`config.mk`:
```
export PLATFORM = sky130hd
export DESIGN_NAME = loop_seq
export DESIGN_NICKNAME = d
export VERILOG_FILES = /design/src/rtl/prog_seq_pkg.sv /design/src/rtl/loop_stack.sv /design/src/rtl/loop_seq.sv
export SDC_FILE = /design/constraint.sdc
export NUM_CORES = 1
export LEC_CHECK = 0
export ABC_AREA = 1
export BUFFER_PORTS_ARGS = -buffer_cell sky130_fd_sc_hd__buf_2
export CAP_MARGIN = 30
export CORE_MARGIN = 1
export CORE_UTILIZATION = 50
export CTS_CLUSTER_SIZE = 20
export DETAILED_ROUTE_END_ITERATION = 8
export HOLD_SLACK_MARGIN = 0.15
export PLACE_DENSITY = 0.63
export SLEW_MARGIN = 10
export SYNTH_ARGS = -nofsm -noshare
export SYNTH_HDL_FRONTEND = slang
export SYNTH_SLANG_ARGS = --single-unit
```
`constraint.sdc`:
```
create_clock -name clk -period 6.12 [get_ports clk]
set_input_delay 0.612 -clock clk [delete_from_list [all_inputs] [get_ports clk]]
set_output_delay 0.612 -clock clk [all_outputs]
set_load 0.005 [all_outputs]
```
`src/rtl/prog_seq_pkg.sv`:
```
// Shared definitions for the program-sequencer family (prog_seq, loop_seq and
// future multi-context sequencers).
//   SEQ_ADDR_W / SEQ_ITER_W : field widths of a loop-stack entry
//   loop_entry_t            : one hardware loop {start, end_addr, rem}
//   depth_w()               : width of a counter holding 0..depth
//   addr_sel_e              : next-address source selection
package prog_seq_pkg;

    // The entry type is fixed-width; the sequencer ADDR_W/ITER_W parameters
    // must equal these.
    localparam int unsigned SEQ_ADDR_W = 16;
    localparam int unsigned SEQ_ITER_W = 8;

    typedef struct packed {
        logic [SEQ_ADDR_W-1:0] start;
        logic [SEQ_ADDR_W-1:0] end_addr;
        logic [SEQ_ITER_W-1:0] rem;
    } loop_entry_t;

    function automatic int unsigned depth_w(input int unsigned depth);
        return $clog2(depth + 1);
    endfunction

    typedef enum logic [1:0] {
        SEL_INC,
        SEL_LOOPBACK,
        SEL_SKIP,
        SEL_JUMP
    } addr_sel_e;

endpackage

```
`src/rtl/loop_stack.sv`:
```
// Hardware loop stack: DEPTH entries with push, pop-k, decrement of the entry
// that becomes top after the pop, and flush. All entries are exposed so the
// owner can scan them combinationally.
//   clk, reset_n : clock, asynchronous active-low reset (count only)
//   clr          : discard all entries (highest priority)
//   push         : append push_entry (caller guarantees count < DEPTH)
//   pop_cnt      : number of entries to pop when neither clr nor push
//   dec          : decrement rem of the new top after popping pop_cnt
//   entries      : entry storage, index 0 is the bottom
//   count        : number of valid entries
module loop_stack
    import prog_seq_pkg::*;
#(
    parameter int unsigned DEPTH = 4,
    parameter int unsigned CNT_W = depth_w(DEPTH)
) (
    input  logic              clk,
    input  logic              reset_n,
    input  logic              clr,
    input  logic              push,
    input  loop_entry_t       push_entry,
    input  logic [CNT_W-1:0]  pop_cnt,
    input  logic              dec,
    output loop_entry_t       entries [DEPTH],
    output logic [CNT_W-1:0]  count
);

    loop_entry_t      ent_q [DEPTH];
    loop_entry_t      ent_d [DEPTH];
    logic [CNT_W-1:0] count_q;
    logic [CNT_W-1:0] count_d;

    always_comb begin
        ent_d   = ent_q;
        count_d = count_q;
        if (clr) begin
            count_d = '0;
        end else if (push) begin
            for (int unsigned i = 0; i < DEPTH; i++) begin
                if (32'(count_q) == i) begin
                    ent_d[i] = push_entry;
                end
            end
            count_d = count_q + CNT_W'(1);
        end else begin
            count_d = count_q - pop_cnt;
            if (dec) begin
                for (int unsigned i = 0; i < DEPTH; i++) begin
                    if (32'(count_d) == i + 1) begin
                        ent_d[i].rem = ent_q[i].rem - SEQ_ITER_W'(1);
                    end
                end
            end
        end
    end

    // Entry contents are don't-care after reset; only the count is reset.
    always_ff @(posedge clk) begin
        ent_q <= ent_d;
    end

    always_ff @(posedge clk or negedge reset_n) begin
        if (!reset_n) begin
            count_q <= '0;
        end else begin
            count_q <= count_d;
        end
    end

    assign entries = ent_q;
    assign count   = count_q;

endmodule

```
`src/rtl/loop_seq.sv`:
```
// Program sequencer with zero-overhead nested hardware loops. Drives the
// instruction-memory address every cycle and applies loop-back, zero-trip
// skip, absolute jumps and stack flush.
//   clk, reset_n : clock, asynchronous active-low reset
//   en           : advance; 0 holds addr and all state
//   loop_we      : current addr holds a LOOP instruction
//   loop_iter    : total body executions N
//   loop_size    : body length S (body at addr+1 .. addr+S)
//   jump         : load jump_addr
//   jump_addr    : jump target
//   stack_clr    : discard all loop entries
//   addr         : registered program address
//   depth        : number of active loop entries
//   loop_active  : depth != 0
//   ovf_err      : sticky, push attempted with stack full
module loop_seq
    import prog_seq_pkg::*;
#(
    parameter int unsigned        ADDR_W     = SEQ_ADDR_W,
    parameter int unsigned        DEPTH      = 4,
    parameter int unsigned        ITER_W     = SEQ_ITER_W,
    parameter int unsigned        SIZE_W     = 8,
    parameter logic [ADDR_W-1:0]  RESET_ADDR = '0
) (
    input  logic                        clk,
    input  logic                        reset_n,
    input  logic                        en,
    input  logic                        loop_we,
    input  logic [ITER_W-1:0]           loop_iter,
    input  logic [SIZE_W-1:0]           loop_size,
    input  logic                        jump,
    input  logic [ADDR_W-1:0]           jump_addr,
    input  logic                        stack_clr,
    output logic [ADDR_W-1:0]           addr,
    output logic [depth_w(DEPTH)-1:0]   depth,
    output logic                        loop_active,
    output logic                        ovf_err
);

    localparam int unsigned DW = depth_w(DEPTH);

    logic [ADDR_W-1:0] addr_q;
    logic [ADDR_W-1:0] addr_d;
    logic              ovf_q;
    logic              ovf_d;

    loop_entry_t       entries [DEPTH];
    logic [DW-1:0]     stack_cnt;
    loop_entry_t       push_entry;
    logic              st_clr;
    logic              st_push;
    logic [DW-1:0]     st_pop;
    logic              st_dec;

    logic              loopback;
    logic [ADDR_W-1:0] lb_start;
    logic [DW-1:0]     scan_pops;
    logic              scan_done;
    addr_sel_e         addr_sel;

    loop_stack #(
        .DEPTH (DEPTH),
        .CNT_W (DW)
    ) u_stack (
        .clk        (clk),
        .reset_n    (reset_n),
        .clr        (st_clr),
        .push       (st_push),
        .push_entry (push_entry),
        .pop_cnt    (st_pop),
        .dec        (st_dec),
        .entries    (entries),
        .count      (stack_cnt)
    );

    assign push_entry = '{
        start:    addr_q + ADDR_W'(1),
        end_addr: addr_q + ADDR_W'(loop_size),
        rem:      loop_iter - ITER_W'(1)
    };

    // End-match scan from the top entry downward: exhausted entries ending
    // here are counted for popping, the first live one ending here loops back.
    // Physical slots above the valid count are skipped, so iterating from the
    // highest slot visits the true top first.
    always_comb begin
        scan_done = 1'b0;
        loopback  = 1'b0;
        lb_start  = '0;
        scan_pops = '0;
        for (int unsigned n = 0; n < DEPTH; n++) begin
            if (!scan_done && (DEPTH - 1 - n) < 32'(stack_cnt)) begin
                if (entries[DEPTH-1-n].end_addr == addr_q) begin
                    if (entries[DEPTH-1-n].rem != '0) begin
                        loopback  = 1'b1;
                        lb_start  = entries[DEPTH-1-n].start;
                        scan_done = 1'b1;
                    end else begin
                        scan_pops = scan_pops + DW'(1);
                    end
                end else begin
                    scan_done = 1'b1;
                end
            end
        end
    end

    always_comb begin
        addr_sel = SEL_INC;
        st_clr   = 1'b0;
        st_push  = 1'b0;
        st_pop   = '0;
        st_dec   = 1'b0;
        ovf_d    = ovf_q;
        addr_d   = addr_q;
        if (en) begin
            if (stack_clr) begin
                st_clr   = 1'b1;
                addr_sel = jump ? SEL_JUMP : SEL_INC;
            end else if (jump) begin
                addr_sel = SEL_JUMP;
            end else if (loop_we) begin
                if (loop_iter == '0 || loop_size == '0) begin
                    addr_sel = SEL_SKIP;
                end else if (stack_cnt == DW'(DEPTH)) begin
                    ovf_d = 1'b1;
                end else begin
                    st_push = 1'b1;
                end
            end else begin
                st_pop = scan_pops;
                st_dec = loopback;
                if (loopback) begin
                    addr_sel = SEL_LOOPBACK;
                end
            end

            unique case (addr_sel)
                SEL_INC:      addr_d = addr_q + ADDR_W'(1);
                SEL_LOOPBACK: addr_d = lb_start;
                SEL_SKIP:     addr_d = addr_q + ADDR_W'(loop_size) + ADDR_W'(1);
                SEL_JUMP:     addr_d = jump_addr;
                default:      addr_d = addr_q;
            endcase
        end
    end

    always_ff @(posedge clk or negedge reset_n) begin
        if (!reset_n) begin
            addr_q <= RESET_ADDR;
            ovf_q  <= 1'b0;
        end else begin
            addr_q <= addr_d;
            ovf_q  <= ovf_d;
        end
    end

    assign addr        = addr_q;
    assign depth       = stack_cnt;
    assign loop_active = (stack_cnt != '0);
    assign ovf_err     = ovf_q;

endmodule

```
==> flow_summary_export.csv, run 1 <==
group,metric,value,unit
run_status,outcome,"complete, no violations",
critical_path,start_kind,"flop",
pwr,p_leak,5.12,nW
drt,wl,27100,um
drt,first_pass_iters,7,
floorplan,die_y,147,um
pwr,ir_drop,0.207,mV
synth,synth_edf_count,160,
drt,drcViolationCount,0,
sta,period_share,80.6,%
synth,synth_warnings,0,
synth,avgSynthCellArea,8.63,um2
drt,drtAntennaViolNets,0,
clocking,cts_max_path_buffers,2,
sta,skew,0.0103,ns
cells_and_area,post-route-util,57.0,%
clocking,cts.htree.levels,4,
sta,rsz0062_at_grt,"no",
floorplan,fp.dieArea,0.0216,mm2
pwr,powerDensity,263,mW/mm2
global_routing,grt_max_degree,33,
placement,gp_congestion,0.892,
floorplan,initial_core_util,51.4,%
synth,synthCells,1217,
clocking,cts_sinks,180,
sta,relSlewSlack,31.6,%
sta,drv_slew,0,
synth,syn_nets,1281,
drt,via_per_inst,5.26,
floorplan,io_pins,59,
synth,synth_top_area_share,45.8,%
synth,ys.flop_type,"edfxtp_1",
synth,synth_area_leader_cell,"edfxtp_1",
sta,tightestPinTransition,1.02,ns
synth,ys_seq_area_share,50.5,%
drt,wl_per_cell,17.5,um
synth,synth_area,0.0105,mm2
clocking,cts_tree,"yes",
cells_and_area,insertedDiodeCount,0,
synth,synth-compound-area-share,3.73,%
synth,synth_top_family_by_area,"simple AND/OR/NAND/NOR gates",
floorplan,fp.coreArea,0.0204,mm2
synth,synth_xor_area_share,6.49,%
critical_path,worstSetupPathType,"reg -> reg",
critical_path,end_kind,"flop",
synth,postSynth.asyncResetShare,11.1,%
synth,synth-adder-area-share,3.24,%
critical_path,crit_fanout,12,
synth,synth_commonest_cells,"378 x nand2_1, 160 x edfxtp_1, 140 x inv_1, 95 x nor2_1, 93 x nand3_1",
floorplan,num_rows,52,
clocking,numCtsBuffers,17,
global_routing,grt_pass1_vias,7679,
drt,drtIter0Drc,688,
sta,setup_tns,0,ns
pwr,p_total,0.00306,W
job,maxCapViolCount,0,
synth,muxShareOfSynthArea,0,%
synth,synth_simple_gate_area_share,27.9,%
sta,period_minus_slack,4.93,ns
sta,max_freq,0.203,GHz
clocking,cts_setup_buffers,0,
sta,setup_viol,0,
worst_hold_path,hold_class,"in -> async",
clocking,cts_resized,0,
clocking,path_clk_slew,0.08,ns
cells_and_area,area_growth,10.9,%
synth,synth_cell_types,43,
global_routing,antenna_found_initial,0,
synth,yosys.cell_count.top_type,"nand2_1",
placement,port-buffer-count,58,
clocking,ctsHoldBuffers,0,
global_routing,grt_pass1_wl,42100,um
drt,via_count,8133,
cells_and_area,drive_above_1_share,12.2,%
critical_path,cp.arrival,5.00,ns
synth,synthTopCellsByArea,"edfxtp_1 46%, nand2_1 14%, inv_1 5.0%",
floorplan,die_w,147,um
cells_and_area,nets,1326,
critical_path,cp.required,6.19,ns
global_routing,track_usage,26.0,%
placement,dp_hpwl,19700,um
sta,hold_viol_final,0,
synth,synth_seq_cells,180,
global_routing,gr-total-overflow,0,
clocking,root_buffer,"clkbuf_16",
clocking,clock_latency,0.44,ns
==> worst max-delay path, stage by stage, from the launching register on <==
cell and delay (ns):
dfrtp_1 0.59, inv_1 0.21, nand2_1 0.10, nand2_1 0.05, nor2_1 0.13, nand2_1 0.06, nor2_1 0.21, and2_1 0.18
nand3_1 0.08, inv_1 0.08, ha_1 0.22, nor2_1 0.10, a21oi_1 0.08, ha_1 0.28, nand2_1 0.08, nand2_1 0.06
ha_1 0.28, o21ai_0 0.17, a31oi_1 0.08, fa_1 0.41, xor2_1 0.19, inv_1 0.06, nand4_1 0.14, nand3_1 0.11
a21oi_1 0.62
==> cells by family (layout without fill, tap and decap cells) <==
kind of cell | after synthesis | count (layout)
simple gates | 658 | 658
fa+ha+maj | 26 | 26
flops | 180 | 180
xor+xnor | 77 | 77
compound gates | 69 | 69
buf+inv | 207 | 265
==> worst paths after layout <==
check,start,end,slack [ns],cells past startpoint
hold reg to reg,ovf_err,ovf_err,0.46,1
setup / recovery,addr[8],u_stack.entries[47],1.19,24
min in group clk,ovf_err,ovf_err,0.46,1
hold / removal,reset_n,addr[2],0.16,1
max in group asynchronous,reset_n,ovf_err,5.57,1
setup reg to reg,addr[8],u_stack.entries[47],1.19,24
==> flip-flops by register name, indices dropped and copies added (netlist names) <==
| register | flops |
|---|---|
| ovf_err | 1 |
| addr | 16 |
| u_stack.entries | 160 |
| u_stack.count | 3 |
==> per-layer routing <==
| layer | global-route usage, % | vias up | wire length [um] |
|---|---|---|---|
| met3 | 3.51 | 44 | 1310 |
| li1 | - | 4034 | - |
| met4 | 9.33 | 0 | 716 |
| met5 | 0 | - | 0 |
| met1 | 36.8 | 3845 | 12500 |
| met2 | 41.2 | 210 | 12500 |
==> cell type report <==
type	instances	area (um2)
well taps	270	338
repair buffers	70	402
flip-flops and latches	180	5310
multi-input cells	830	4370
clock buffers	17	425
fillers	1836	8790
inverters	163	612
clock inverters	15	191
==> report_power, final <==
group | leakage (nW) | switching, W | internal [W]
logic | 3.12 | 0.000307 | 0.000147
registers | 1.70 | 0.0000534 | 0.00140
clock network | 0.294 | 0.000533 | 0.000623
total | 5.12 | 0.000893 | 0.00217
==> per-stage QoR <==
stage               area (um2)  hold WS [ns]  setup WS (ns)  std cells
floorplan                10500         0.316           1.80       1217
finish                   11600         0.157           1.19       1545
detailed placement       11000         0.449           1.20       1512
global route             11600         0.186          0.631       1545
global placement         11000         0.447           1.36       1510
CTS                      11600         0.160           1.18       1544
==> cells in the final DEF, fill, tap and decap left out, drive strengths merged, types with 9 or more instances in the layout <==
cell / count
nand4: 35
ha: 24
dfrtp: 20
nor2: 99
nand2: 382
buf: 70
o211ai: 9
inv: 159
nor3: 17
xor2: 40
nand3: 95
o21ai: 44
clkbuf: 17
xnor2: 37
a21oi: 9
edfxtp: 160
clkinv: 14
or2: 12
No activity file was read; power rests on OpenSTA's default activity.
==> run 2: changes to the inputs <==
- ABC_AREA: 1 -> 0
- PLACE_DENSITY: 0.63 -> 0.66
- clock period: 6.12 -> 4.2 ns (I/O delays scaled with it)
==> flow_summary_export.csv, run 2 <==
group,metric,value,unit
clocking,cts_max_path_buffers,2,
drt,drtIter0Drc,715,
global_routing,grt_max_degree,33,
critical_path,timing.rr.start,"u_stack.entries[45]",
cells_and_area,insertedDiodeCount,0,
cells_and_area,fin_cells,1339,
floorplan,die_w,144,um
worst_hold_path,hold_class,"in -> reg",
pwr,switchingPower,0.00166,W
critical_path,cp.required,4.36,ns
worst_hold_path,hold_start,"stack_clr",
critical_path,max_stage_delay,0.55,ns
cells_and_area,multi_input_area,0.00465,mm2
global_routing,antenna_found_initial,0,
cells_and_area,nets,1125,
placement,dp.cells,1304,
sta,period_share,114,%
floorplan,fp.dieArea,0.0207,mm2
synth,postSynth.asyncResetShare,11.1,%
clocking,cts_sinks,180,
synth,ys_seq_area_share,52.6,%
synth,synth_seq_cells,180,
global_routing,grt_pass1_vias,7718,
critical_path,start_kind,"flop",
sta,hold_viol_final,0,
drt,drtAntennaViolNets,0,
clocking,cts.htree.levels,4,
drt,wl_per_cell,21.7,um
synth,synth_area,0.0101,mm2
drt,wl,29100,um
floorplan,die_y,144,um
drt,via_per_inst,5.97,
synth,synth_commonest_cells,"160 x edfxtp_1, 104 x xnor2_1, 58 x nand2_1, 49 x nor2_1, 48 x o21ai_0",
placement,dp_hpwl,21100,um
synth,synth_edf_count,160,
global_routing,track_usage,29.8,%
drt,via_count,7991,
clocking,clock_latency,0.45,ns
cells_and_area,final_common_cell,"edfxtp_1",
synth,synth_top_area_share,47.6,%
pwr,pwr-share-comb,25.4,%
placement,port-buffer-count,58,
synth,yosys.cell_count.top_type,"edfxtp_1",
critical_path,critPathBufInv,3,
drt,first_pass_iters,6,
sta,setup_viol,33,
critical_path,cp.arrival,4.94,ns
synth,synth_warnings,0,
floorplan,fp.coreArea,0.0196,mm2
critical_path,path_cells,"or4_4 > or4b_4 > clkinv_4 > ha_4 > inv_2 > a2bb2oi_2 > ha_1 > mux2_4 > ha_4 > mux2i_1 > nor2_1 > fa_2 > xor2_2 > nor2_2 > mux2i_1 > o22ai_2 > o2bb2ai_4 > o32ai_4 > buf_12",
floorplan,num_rows,51,
clocking,root_buffer,"clkbuf_16",
clocking,cts_tree,"yes",
synth,synthCells,897,
pwr,p_seq_share,42.0,%
synth,syn_nets,961,
critical_path,worstSetupPathType,"reg -> reg",
cells_and_area,final-seq-area,0.00531,mm2
cells_and_area,largest_reg_flops,160,
critical_path,cp_top_family,"simple AND/OR/NAND/NOR gates",
synth,synth_cell_types,79,
pwr,p_leak,4.55,nW
critical_path,critPathLaunch,"u_stack.entries[45]",
sta,period_minus_slack,4.79,ns
global_routing,grt_pass1_wl,44700,um
run_status,outcome,"finished, violations left",
synth,ys.flop_type,"edfxtp_1",
sta,rsz0062_at_grt,"yes",
critical_path,reg2reg_slack,-0.59,ns
job,maxCapViolCount,0,
synth,synth_area_leader_cell,"edfxtp_1",
synth,avgSynthCellArea,11.2,um2
floorplan,initial_core_util,51.5,%
run_status,failed_checks,"setup timing",
sta,max_freq,0.209,GHz
pwr,ir_drop,0.359,mV
pwr,p_total,0.00515,W
sta,layout_setup_ws,-0.586,ns
global_routing,gr-total-overflow,0,
cells_and_area,final_cell_mix,"160 x edfxtp_1, 130 x buf_4, 104 x xnor2_1",
cells_and_area,area_growth,22.7,%
critical_path,crit_slowest_cell,"or4_4",
critical_path,crit_fanout,8,
cells_and_area,fillerInstances,1550,
pwr,internal_power,0.00349,W
clocking,numCtsBuffers,17,
floorplan,io_pins,59,
cells_and_area,drive_above_1_share,25.4,%
pwr,powerDensity,416,mW/mm2
clocking,path_clk_slew,0.09,ns
placement,gp_congestion,0.931,
sta,relSlewSlack,40.6,%
sta,drv_slew,0,
sta,skew,0.0207,ns
synth,synthTopCellsByArea,"edfxtp_1 48%, xnor2_1 9.0%, dfrtp_1 5.0%",
pwr,p_sw_share,32.2,%
sta,fin_hold_ws,0.295,ns
pwr,clockPowerShare,32.6,%
drt,drcViolationCount,0,
critical_path,end_kind,"flop",
sta,tightestPinTransition,0.887,ns
[run 2: worst paths after layout]
kind | depth (start not counted) | endpoint
max in group asynchronous | 2 | addr[11]
max | 19 | u_stack.entries[84]
max reg2reg | 19 | u_stack.entries[84]
min reg2reg | 1 | ovf_err
min in group asynchronous | 2 | u_stack.count[2]
min | 2 | u_stack.count[1]
[run 2: cell type report]
cell class              instances  area share (%)
clock buffers                  17            3.44
clock inverters                15            1.62
inverters                      32            1.01
multi-input cells             637            37.6
flip-flops and latches        180            42.9
well taps                     265            2.68
repair buffers                193            10.8
[run 2: power by group through the flow]
stage	Clock, W	Combinational, W	Sequential (W)
6_report	0.00168	0.00131	0.00216
5_1_grt	0.00175	0.00140	0.00217
4_1_cts	0.00168	0.00129	0.00216
3_5_place_dp	0	0.00128	0.00220
3_3_place_gp	0	0.00126	0.00220
2_1_floorplan	0	0.000761	0.00217
[run 2: cell families (layout without fill, tap and decap cells)]
logic type      after synthesis  count (layout)  synth area share, %
compound gates              205             205                 14.5
xor+xnor                    133             133                 11.5
fa+ha+maj                    26              26                 3.37
buf+inv                      80             257                 3.31
flops                       180             180                 52.6
mux                           9               9                0.930
simple gates                264             264                 13.8
[run 2: what timing repair did]
item,in CTS,in global routing
hold buffers,1,0
gates resized for setup,10,4
pin swaps,4,1
setup endpoints to repair,33,33
hold endpoints to repair,20,0
buffers inserted,3,0
[run 2: metrics by stage]
| stage | utilization [%] | TNS (ns) | worst slack (ns) | instance area [um2] |
|---|---|---|---|---|
| 4_1_cts | 63.1 | -14.77 | -0.549 | 12400 |
| 2_1_floorplan | - | -10.83 | -0.489 | 10200 |
| 6_report | 63.2 | -14.96 | -0.586 | 12400 |
| 5_1_grt | 63.2 | -20.56 | -0.765 | 12400 |
| 3_5_place_dp | 59.5 | -17.22 | -0.660 | 11600 |
| 3_3_place_gp | 59.5 | -13.55 | -0.522 | 11600 |
[run 2: layer usage]
| metal | track usage [%] | vias to the layer above | part of all wire [%] |
|---|---|---|---|
| li1 | - | 3701 | - |
| met1 | 40.2 | 3933 | 43 |
| met2 | 47.7 | 310 | 48 |
| met3 | 5.70 | 47 | 6.0 |
| met4 | 11.0 | 0 | 2.7 |
| met5 | 0 | - | 0 |
